<file path="src/rtl/immgen_pkg.sv">
// Shared types and opcode-field patterns for the RV32I immediate generator.
package immgen_pkg;

  typedef enum logic [2:0] {
    FMT_NONE = 3'd0,
    FMT_I    = 3'd1,
    FMT_S    = 3'd2,
    FMT_B    = 3'd3,
    FMT_U    = 3'd4,
    FMT_J    = 3'd5,
    FMT_Z    = 3'd6
  } imm_fmt_e;

  localparam int unsigned INST_WIDTH = 32;

  // Major class, inst[6:5]
  localparam logic [1:0] CLS_LOAD   = 2'b00;
  localparam logic [1:0] CLS_STORE  = 2'b01;
  localparam logic [1:0] CLS_FP     = 2'b10;
  localparam logic [1:0] CLS_BRANCH = 2'b11;

  // Sub-class, inst[4:2]
  localparam logic [2:0] SUB_U      = 3'b101;
  localparam logic [2:0] SUB_OP     = 3'b100;
  localparam logic [2:0] SUB_JALR   = 3'b001;
  localparam logic [2:0] SUB_JAL    = 3'b011;
  localparam logic [2:0] SUB_SYSTEM = 3'b100;

endpackage

</file>
<file path="src/rtl/immgen_fmt_decode.sv">
// Combinational immediate-format classifier from inst[6:2].
// Optional CSR-immediate (Z) decode is enabled by IMMGEN_ZICSR_EN.
module immgen_fmt_decode
  import immgen_pkg::*;
(
  input  logic [4:0] opc,
  input  logic       csr_imm,
  output imm_fmt_e   fmt_c
);

  logic [1:0] cls;
  logic [2:0] sub;

  assign cls = opc[4:3];
  assign sub = opc[2:0];

`ifndef IMMGEN_ZICSR_EN
  logic unused_csr_imm;
  assign unused_csr_imm = csr_imm;
`endif

  always_comb begin
    fmt_c = FMT_NONE;
    case (cls)
      CLS_LOAD: begin
        fmt_c = (sub == SUB_U) ? FMT_U : FMT_I;
      end
      CLS_STORE: begin
        if (sub == SUB_U)       fmt_c = FMT_U;
        else if (sub == SUB_OP) fmt_c = FMT_NONE;
        else                    fmt_c = FMT_S;
      end
      CLS_FP: begin
        fmt_c = FMT_NONE;
      end
      CLS_BRANCH: begin
        if (sub == SUB_JALR)     fmt_c = FMT_I;
        else if (sub == SUB_JAL) fmt_c = FMT_J;
        else if (sub == SUB_SYSTEM) begin
`ifdef IMMGEN_ZICSR_EN
          fmt_c = csr_imm ? FMT_Z : FMT_NONE;
`else
          fmt_c = FMT_NONE;
`endif
        end
        else fmt_c = FMT_B;
      end
      default: fmt_c = FMT_NONE;
    endcase
  end

endmodule

</file>
<file path="src/rtl/immgen.sv">
// RV32I immediate generator: decodes format, assembles the extended immediate, registers both.
// Optional feature macro: IMMGEN_ZICSR_EN (CSR uimm as Z format).
module immgen
  import immgen_pkg::*;
#(
  parameter int unsigned DATA_WIDTH = 32
) (
  input  logic                  clk,
  input  logic                  rst,
  input  logic [31:0]           inst,
  output logic [DATA_WIDTH-1:0] extended_immediate,
  output logic [2:0]            imm_fmt
);

  imm_fmt_e              fmt_c;
  logic [31:0]           imm32_c;
  logic [DATA_WIDTH-1:0] imm_c;

  logic unused_inst;
  assign unused_inst = ^inst[1:0];

  immgen_fmt_decode u_fmt_decode (
    .opc     (inst[6:2]),
    .csr_imm (inst[14]),
    .fmt_c   (fmt_c)
  );

  // Gather immediate bits into a 32-bit value; everything but Z is signed from bit 31.
  always_comb begin
    imm32_c = '0;
    imm_c   = '0;
    case (fmt_c)
      FMT_I: imm32_c = {{20{inst[31]}}, inst[31:20]};
      FMT_S: imm32_c = {{20{inst[31]}}, inst[31:25], inst[11:7]};
      FMT_B: imm32_c = {{19{inst[31]}}, inst[31], inst[7], inst[30:25], inst[11:8], 1'b0};
      FMT_U: imm32_c = {inst[31:12], 12'b0};
      FMT_J: imm32_c = {{11{inst[31]}}, inst[31], inst[19:12], inst[20], inst[30:21], 1'b0};
      FMT_Z: imm32_c = {27'b0, inst[19:15]};
      default: imm32_c = '0;
    endcase
    if (fmt_c == FMT_Z) imm_c = DATA_WIDTH'(imm32_c);
    else                imm_c = DATA_WIDTH'($signed(imm32_c));
  end

  always_ff @(posedge clk or posedge rst) begin
    if (rst) begin
      extended_immediate <= '0;
      imm_fmt            <= FMT_NONE;
    end else begin
      extended_immediate <= imm_c;
      imm_fmt            <= fmt_c;
    end
  end

endmodule

</file>
<file path="config.mk">
export PLATFORM = sky130hd
export DESIGN_NAME = immgen
export DESIGN_NICKNAME = d
export VERILOG_FILES = /design/src/rtl/immgen_pkg.sv /design/src/rtl/immgen_fmt_decode.sv /design/src/rtl/immgen.sv
export SDC_FILE = /design/constraint.sdc
export NUM_CORES = 1
export LEC_CHECK = 0
export CAP_MARGIN = 20
export CORE_MARGIN = 3
export CORE_UTILIZATION = 43
export CTS_CLUSTER_DIAMETER = 80
export DETAILED_ROUTE_END_ITERATION = 16
export HOLD_SLACK_MARGIN = 0.06
export MAX_ROUTING_LAYER = met4
export PLACE_DENSITY = 0.89
export REMOVE_ABC_BUFFERS = 1
export SYNTH_ARGS = -nofsm -noshare
export SYNTH_HDL_FRONTEND = slang
export SYNTH_SLANG_ARGS = --single-unit
</file>
<file path="constraint.sdc">
create_clock -name clk -period 3 [get_ports clk]
set_clock_uncertainty 0.1 [all_clocks]
set_input_delay 0.45 -clock clk [delete_from_list [all_inputs] [get_ports clk]]
set_output_delay 0.45 -clock clk [all_outputs]
set_load 0.02 [all_outputs]
</file>
==> results.toml <==
[setup_path]
required_ns = 3.08
start_kind = "input pin"
cp.arrival_ns = 2.35
crit_path_end_kind = "flip-flop"
crit_type = "input pin to flip-flop"
path_max_fanout = 15

[timing]
tns_ns = 0
fin_crit_sh_pct = 75.9
hold_viol = 0
relSlewSlack_pct = 43.2
drv_slew = 0
period_needed_ns = 2.28
holdWs_ns = 0.420
max_freq_mhz = 439
setup_viol_count_final = 0
worst_slew_pin_slew_ns = 0.848
rsz0062_at_grt = "no"

[pwr]
pwr-share-clk_pct = 30.5
switching_share_pct = 27.4
p_leak_nw = 1.02
seqPwrFrac_pct = 46.4
p_comb_share_pct = 23.0
intPower_mw = 0.814
ir_drop_mv = 0.263
p_sw_mw = 0.307
power_density_nw_per_um2 = 514

[run_status]
status = "complete, no violations"

[synthesis]
postSynthCellCount = 121
avgSynthCellArea_um2 = 11.7
synth_cell_types = 27
synth_edf_count = 0
yosysSeqAreaShare_pct = 62.1
synth_area_um2 = 1410
ys_ff_latch = 35
synth_async_sr_flop_share_pct = 100
synth_top_flop_cell = "dfrtp_1"
yosysWarnings = 0

[global_route]
grt_max_degree = 20
antenna_found_initial = 0
grtUsageTotal_pct = 20.2
overflow = 0
grt_pass1_vias = 1209
grt_pass1_wl_um = 5930

[clocking]
cts.sinks = 35
post-cts-setup-buffers = 0
cts-resized-gates = 0
ctsHoldBuffers = 0
cts_tree = "done"
cts_buffer_depth = 2
htree_levels = 2
clk_pin_slew_ns = 0.11
cts_root_buf = "clkbuf_4"
numCtsBuffers = 5

[drt]
vias_per_cell = 5.00
drtPass1Iterations = 4
route.detailed.drc = 0
routed_wl_um = 3730
antenna_left = 0
vias = 1175
drt-initial-drc-count = 36
wire_per_inst_um = 15.9

[layout]
n_antenna_cell = 0
final_core_util_pct = 70.3
fillers = 234
nNetsFinal = 224
area_delta_synth_final_pct = 54.7
mostFrequentLayoutCell = "clkdlybuf4s50_1"
final_area_um2 = 2180
final_cell_mix = "clkdlybuf4s50_1 (66), dfrtp_1 (35), nand2_1 (26)"
final_layout_size_suffix_gt1_share_pct = 6.81

[floorplanning]
die_x_um = 63.3
start_util_pct = 45.4
die_area_um2 = 4000
coreArea_um2 = 3100
io_pins = 69
die_h_um = 63.3
fp-row-count = 20

[placement]
port_buffers = 66
placed_cell_area_um2 = 2100
gp_congestion = 0.777
hpwl_um = 2650

[flow_run]
maxCapViolations = 0

[min_path]
min_path_type = "input pin to async pin"
## synthesized netlist by cell type (all sizes together), types with 2 or more instances
cell type / n / area (um^2)
a21o: 9 / 67.6
a21oi: 2 / 10.0
a221oi: 2 / 52.6
a22o: 6 / 52.6
buf: 5 / 37.5
dfrtp: 35 / 876
inv: 3 / 11.3
nand2: 26 / 97.6
nand3b: 3 / 22.5
nor2: 4 / 15.0
nor2b: 8 / 50.1
o21ai: 5 / 25.0
## state kept, by name, summed over array words and instances (netlist names)
register and cells:
extended_immediate 32, imm_fmt 3
## worst max-delay path, cell delays in order
cell             delay (ns)
clkdlybuf4s50_1        0.67
nand2_1                0.28
a21oi_1                0.13
o21ai_1                0.62
nand2_1                0.20
## final cells by class
type / instances / area [um^2] / area share, %
Sequential cell: 35 / 876 / 40.2
Timing Repair Buffer: 68 / 676 / 31.0
Multi-Input combinational cell: 77 / 482 / 22.1
Tap cell: 44 / 55.1 / 2.52
Clock inverter: 3 / 43.8 / 2.01
Clock buffer: 5 / 37.5 / 1.72
Inverter: 3 / 11.3 / 0.516
## per-layer routing
layer / share of wire [%] / wire length (um) / GRT usage [%]
met5: 0 / 0 / -
met2: 52 / 1930 / 34.8
met1: 37 / 1400 / 20.7
met4: 2.5 / 94 / 7.55
met3: 8.1 / 303 / 8.02
## final timing paths
kind | to | depth (start not counted) | from | slack (ns)
worst max-delay path | extended_immediate[21]$_DFF_PP0_ | 5 | inst[6] | 0.72
worst min-delay path | extended_immediate[21]$_DFF_PP0_ | 2 | rst | 0.42
max in group asynchronous | extended_immediate[18]$_DFF_PP0_ | 3 | rst | 1.69
min in group clk | extended_immediate[27]$_DFF_PP0_ | 3 | inst[27] | 0.57
## cells by family (layout without fill, tap and decap cells)
logic type | after synthesis | in the layout | synth area share [%]
buf+inv | 9 | 79 | 3.73
flops | 35 | 35 | 62.1
simple gates | 49 | 49 | 17.1
compound gates | 28 | 28 | 17.0
## power by group through the flow
| stage | combinational, mW | clock, mW | sequential, mW |
|---|---|---|---|
| 2_1_floorplan | 0.0616 | 0 | 0.579 |
| 3_3_place_gp | 0.249 | 0 | 0.527 |
| 3_5_place_dp | 0.257 | 0 | 0.530 |
| 4_1_cts | 0.260 | 0.347 | 0.521 |
| 5_1_grt | 0.273 | 0.367 | 0.524 |
| 6_report | 0.258 | 0.342 | 0.520 |
## metrics by stage
stage	power, mW	setup WS, ns	cells
4_1_cts	1.13	0.785	235
5_1_grt	1.16	0.625	235
2_1_floorplan	0.640	1.28	115
3_3_place_gp	0.776	0.609	227
3_5_place_dp	0.787	0.463	227
6_report	1.12	0.724	235
No activity file was read; power rests on OpenSTA's default activity.
